File: config.mk
export PLATFORM = sky130hd
export DESIGN_NAME = counter_prog
export DESIGN_NICKNAME = d
export VERILOG_FILES = /design/src/rtl/counter_prog.sv
export SDC_FILE = /design/constraint.sdc
export NUM_CORES = 1
export LEC_CHECK = 0
export ABC_AREA = 0
export CAP_MARGIN = 20
export CORE_UTILIZATION = 30
export CTS_BUF_LIST = sky130_fd_sc_hd__clkbuf_4 sky130_fd_sc_hd__clkbuf_8
export CTS_CLUSTER_DIAMETER = 30
export DETAILED_ROUTE_END_ITERATION = 7
export GPL_TIMING_DRIVEN = 0
export PLACE_DENSITY = 0.56
export SKIP_LAST_GASP = 1
export SLEW_MARGIN = 20
export SYNTH_ARGS = -nofsm -noshare
export SYNTH_HDL_FRONTEND = slang
export SYNTH_SLANG_ARGS = --single-unit
File: constraint.sdc
create_clock -name clk -period 7.7 [get_ports clk]
set_input_delay 1.54 -clock clk [delete_from_list [all_inputs] [get_ports clk]]
set_output_delay 1.54 -clock clk [all_outputs]
set_load 0.02 [all_outputs]
File: src/rtl/counter_prog.sv
// counter_prog: programmable up/down counter used as a timer / event-count
// primitive (interval timers, PWM period generators).
//
// Counts over the range 0..limit by a variable step, with three boundary
// behaviours selected by mode: wrap (modulo), saturate, and one-shot.
// A one-shot boundary parks the counter in HALT with done=1 until clr or
// load. Per-cycle priority is clr > load > count.
//
// Ports:
//   clk      in   rising-edge clock
//   rst      in   asynchronous active-low reset (clears all state)
//   en       in   count enable
//   up_dn    in   1 = count up, 0 = count down
//   clr      in   synchronous clear
//   load     in   synchronous load of load_val (loaded as-is, even > limit)
//   load_val in   [N]      value to load
//   limit    in   [N]      terminal value
//   mode     in   [2]      00 wrap, 01 saturate, 10 one-shot, 11 as wrap
//   step     in   [STEP_W] amount per enabled cycle
//   counter  out  [N]      current count (registered)
//   tc       out           terminal-count pulse (registered, one cycle)
//   done     out           one-shot completion flag (registered level)
module counter_prog #(
  parameter int N      = 16,
  parameter int STEP_W = 4
) (
  input  logic              clk,
  input  logic              rst,
  input  logic              en,
  input  logic              up_dn,
  input  logic              clr,
  input  logic              load,
  input  logic [N-1:0]      load_val,
  input  logic [N-1:0]      limit,
  input  logic [1:0]        mode,
  input  logic [STEP_W-1:0] step,
  output logic [N-1:0]      counter,
  output logic              tc,
  output logic              done
);

  localparam logic [1:0] MODE_SAT  = 2'b01;
  localparam logic [1:0] MODE_ONE  = 2'b10;

  typedef enum logic {RUN, HALT} state_t;
  state_t state;

  // Up-direction wrap. r = sum - (limit+1) is the overshoot past the top.
  // If the step jumps more than a full period (step > limit+1) a single
  // subtraction cannot land in range, so the counter restarts at 0; this
  // is also what keeps limit=0 pinned at 0.
  function automatic logic [N-1:0] wrap_up(input logic [N:0]   sum,
                                           input logic [N:0]   lim1,
                                           input logic [N-1:0] cnt,
                                           input logic [N-1:0] stp,
                                           input logic [N-1:0] lim);
    logic [N:0] r;
    r = sum - lim1;
    if (r >= lim1) return '0;
    // r fits in range, so the N-bit modular form gives the same value
    return cnt + stp - lim - N'(1);
  endfunction

  // Down-direction wrap: counter + limit + 1 - step. base is the
  // non-aliasing N+1 bit value of counter + limit + 1; when the step is
  // larger than that the counter restarts at 0 instead of aliasing.
  function automatic logic [N-1:0] wrap_dn(input logic [N:0]   base,
                                           input logic [N:0]   stp_x,
                                           input logic [N-1:0] cnt,
                                           input logic [N-1:0] stp,
                                           input logic [N-1:0] lim);
    if (base < stp_x) return '0;
    return cnt + lim + N'(1) - stp;
  endfunction

  logic [N:0]   cnt_x, lim_x, lim1_x, stp_x, sum_x, base_x;
  logic [N-1:0] step_n;
  logic [N-1:0] nxt;
  logic         evt;
  logic         shot;
  logic         count_ok;

  always_comb begin
    step_n  = {{(N-STEP_W){1'b0}}, step};
    cnt_x   = {1'b0, counter};
    lim_x   = {1'b0, limit};
    stp_x   = {1'b0, step_n};
    lim1_x  = lim_x + (N+1)'(1);
    sum_x   = cnt_x + stp_x;
    base_x  = cnt_x + lim1_x;
    nxt     = counter;
    evt     = 1'b0;
    shot    = 1'b0;

    if (up_dn) begin
      if (sum_x > lim_x) begin
        evt = 1'b1;
        if (mode == MODE_SAT || mode == MODE_ONE) begin
          nxt  = limit;
          shot = (mode == MODE_ONE);
        end else if (cnt_x <= lim_x) begin
          nxt = wrap_up(sum_x, lim1_x, counter, step_n, limit);
        end else begin
          nxt = '0;
        end
      end else begin
        nxt = sum_x[N-1:0];
      end
    end else begin
      if (cnt_x > lim_x) begin
        // Out of range after a limit change or oversized load: snap to top.
        evt = 1'b1;
        nxt = limit;
      end else if (cnt_x >= stp_x) begin
        nxt = counter - step_n;
      end else begin
        evt = 1'b1;
        if (mode == MODE_SAT || mode == MODE_ONE) begin
          nxt  = '0;
          shot = (mode == MODE_ONE);
        end else begin
          nxt = wrap_dn(base_x, stp_x, counter, step_n, limit);
        end
      end
    end

    count_ok = (state == RUN) && en && (step != '0);
  end

  // Registered state and outputs
  always_ff @(posedge clk or negedge rst) begin
    if (!rst) begin
      state   <= RUN;
      counter <= '0;
      tc      <= 1'b0;
      done    <= 1'b0;
    end else if (clr) begin
      state   <= RUN;
      counter <= '0;
      tc      <= 1'b0;
      done    <= 1'b0;
    end else if (load) begin
      state   <= RUN;
      counter <= load_val;
      tc      <= 1'b0;
      done    <= 1'b0;
    end else if (count_ok) begin
      counter <= nxt;
      tc      <= evt;
      if (shot) begin
        done  <= 1'b1;
        state <= HALT;
      end
    end else begin
      // Holding (en=0, step=0 or HALT): counter and done keep their values
      tc <= 1'b0;
    end
  end

endmodule

==> flow_metrics.tcl <==
set metrics [dict create \
    synth_edf_count 0 \
    n_antenna_cell 0 \
    numCtsBuffers 3 \
    track_usage_pct 22.18 \
    synth_common_cells "ha_1, inv_1, a21oi_1" \
    use_met1_pct 29.47 \
    synth_area_leaders "ha_1, xnor2_1, dfrtp_1, inv_1, a21oi_1" \
    final_area_um2 8388 \
    final_util_pct 35.52 \
    grt_max_degree 19 \
    yosys.area.top_type "ha_1" \
    arrival_ns 7.49 \
    drt_wl_total_mm 27.15 \
    grt_overflow 0 \
    min_period_over_period_pct 95.48 \
    grt_pass1_vias 7464 \
    p_sw_w 0.0006425 \
    clk_path_buf_depth 2 \
    netSwitchingFraction_pct 54.54 \
    crit_fanout 10 \
    synth_cells 973 \
    drt-pass1-iter-count 6 \
    drt_iter0_drc 587 \
    cts_tree "yes" \
    rr_worst_depth 19 \
    synth-seq-area-share_pct 6.212 \
    grt_busiest_layer "met2" \
    crit_path_end "counter[0]" \
    r2r-start "counter[1]" \
    cp_cell_sequence "clkdlybuf4s50_1, inv_2, fa_1, o21bai_1, a21oi_4, nand2b_1, nor4_1, xnor2_1, inv_1, ha_1, nand3_1, nor4_1, o31ai_1, a31oi_1, nor2_1, nand2_1, clkbuf_1, a21oi_1, a211oi_1, a211oi_1" \
    ctsHoldBuffers 0 \
    max_stage_delay_ns 0.80 \
    power_density_nw_per_um2 140.4 \
    initial_utilization_pct 30.71 \
    syn-cell-area_um2 7251 \
    crit_start "step[1]" \
    post_drt_wl_per_cell_um 20.02 \
    placed_area_um2 8240 \
    hold_start "state" \
    drtAntennaViolNets 0 \
    power_frac_clock_pct 7.8 \
    fmax_ghz 0.1360 \
    setup_viol 0 \
    hold_viol_final 0 \
    viasPerCell 5.695 \
    cts-root-buf "clkbuf_8" \
    core_area_um2 23610 \
    ys.flop_type "dfrtp_1" \
    combPwrFrac_pct 80.9 \
    grt_pass1_wl_mm 41.57 \
    path_delay_family "compound AO/OA/AOI/OAI gates" \
    r2r-end "counter[0]" \
    syn_nets 1176 \
    seqPwrFrac_pct 11.2 \
    place_congestion 0.9682 \
    slew-limit-headroom_pct 28.20 \
    synthToLayoutAreaGrowth_pct 15.69 \
    dp_hpwl_mm 23.12 \
    die_area_um2 24800 \
    clkLatencyLatePin_ns 0.29 \
    die_w_um 157.5 \
    cp.required_ns 7.84 \
    crit_path_end_kind "flip-flop" \
    drv_cap 0 \
    die_h_um 157.5 \
    worst_slew_pin_slew_ns 1.072 \
    min_period_ns 7.352 \
    io-pin-count 62 \
    power_w 0.001178 \
    clk_pin_slew_ns 0.09 \
    critical_path_class "in -> reg" \
    power.leakage_nw 3.705 \
    ys_warn_count 0 \
    r2r_slack_ns 1.35 \
    synth-async-reset-ratio_pct 100.0 \
    path_buf_inv 4 \
    clkSinkCount 18 \
    rsz0062_at_grt "false" \
    port_buffers 59 \
    drc 0 \
    synth_top_area_share_pct 24.16 \
    cp.depth 20 \
    synth-seq-cells 18 \
    htreeDepth 1 \
    drive_gt1_share_pct 3.472 \
    rows 56 \
    ir_drop_uv 60.21 \
    p_int_w 0.0005355 \
    syn_area_per_cell_um2 7.452 \
    slowest_stage "a31oi_1" \
    use_met3_pct 1.900 \
    yosysMostFrequentCell "ha_1" \
    synthDistinctLibCells 70 \
    clock_skew_ns 0.006066 \
    start_kind "primary input" \
    fin_nets 1241 \
    grt_use_met2_pct 36.73 \
    hold_class "reg -> reg" \
    via_count 7722 \
    final_max_slew_viol_count 0 \
    outcome "completed" \
    antenna_found_initial 0 \
]
[flip-flops by register name (all words and copies together), names as in the netlist]
signal,flops
counter,16
state,1
tc,1
[per-layer routing]
metal  part of all wire (%)  up-vias
met3                    6.0       73
met5                      0        -
met4                    4.2        0
met1                     45     3648
li1                       -     3680
met2                     45      321
[per-stage QoR]
stage          setup slack [ns]  hold WS, ns  TNS, ns  cells
2_1_floorplan             1.380       0.6695        0    973
3_3_place_gp            -0.8357       0.6535   -9.924   1351
3_5_place_dp            -0.8581       0.6421   -10.24   1351
4_1_cts                 0.07576       0.6616        0   1355
5_1_grt                 0.01645       0.6809        0   1356
6_report                 0.3480       0.6739        0   1356
[how the worst min path moves through the flow]
stage,endpoint,slack [ns],depth (start not counted)
finish,state,0.67,2
global route,state,0.68,2
CTS,state,0.66,2
detailed placement,state,0.64,2
global placement,state,0.65,2
floorplan,state,0.67,2
[cell families after synthesis]
family                     Yosys count  synth area share (%)
buffers and inverters              148                 7.817
DFF                                 18                 6.212
and+or+nand+nor                    265                 19.03
muxes                                7                0.9836
adders and majority gates          159                 29.40
xor gates and xnor gates            83                 10.03
AOI/OAI and AO/OA                  293                 26.52
[final cells by class]
cell class / count / area, um2
clock buffer: 4 / 55.05
tap: 319 / 399.1
timing repair buffer: 61 / 605.6
buffer: 27 / 113.9
sequential: 18 / 450.4
fill: 2541 / 15220
multi-input combinational: 807 / 6314
inverter: 120 / 450.4
[cells in the final DEF (no fill, tap or decap), drive strengths merged, types with 8 or more instances in the layout]
master	instances
ha	140
inv	119
a21oi	85
xnor2	64
clkdlybuf4s50	59
nor2	55
o21ai	49
nand2	48
nor3	33
nand3	29
clkbuf	25
a21o	20
xor2	19
fa	19
dfrtp	18
nor2b	16
nand4	15
nor4	15
a221oi	14
a211oi	14
a31oi	13
o31ai	12
o211ai	11
o21bai	10
or3	10
nand2b	9
o22ai	8
a22oi	8
buf	8
[timing repair]
action,4_1_cts,5_1_grt
resized for setup,7,12
pin swaps,0,2
setup endpoints to repair,16,16
setup buffers,0,2
hold endpoints to repair,0,0
[power groups by stage]
stage	Sequential [W]	Clock, W	Combinational (W)
global placement	0.000133	0	0.000917
global route	0.000133	0.0000929	0.00107
detailed placement	0.000133	0	0.000925
finish	0.000132	0.0000922	0.000953
floorplan	0.000130	0	0.000657
CTS	0.000131	0.0000898	0.000934
[worst register-to-register path: stages, from the launching register on]
cell	delay (ns)
dfrtp_1	0.74
inv_1	0.25
fa_1	0.48
o21bai_1	0.25
a21oi_4	0.13
nand2b_1	0.23
nor4_1	0.31
xnor2_1	0.19
inv_1	0.09
ha_1	0.30
nand3_1	0.17
nor4_1	0.50
o31ai_1	0.17
a31oi_1	0.80
nor2_1	0.40
nand2_1	0.19
clkbuf_1	0.42
a21oi_1	0.13
a211oi_1	0.34
a211oi_1	0.12
(Power assumes the default switching activity.)
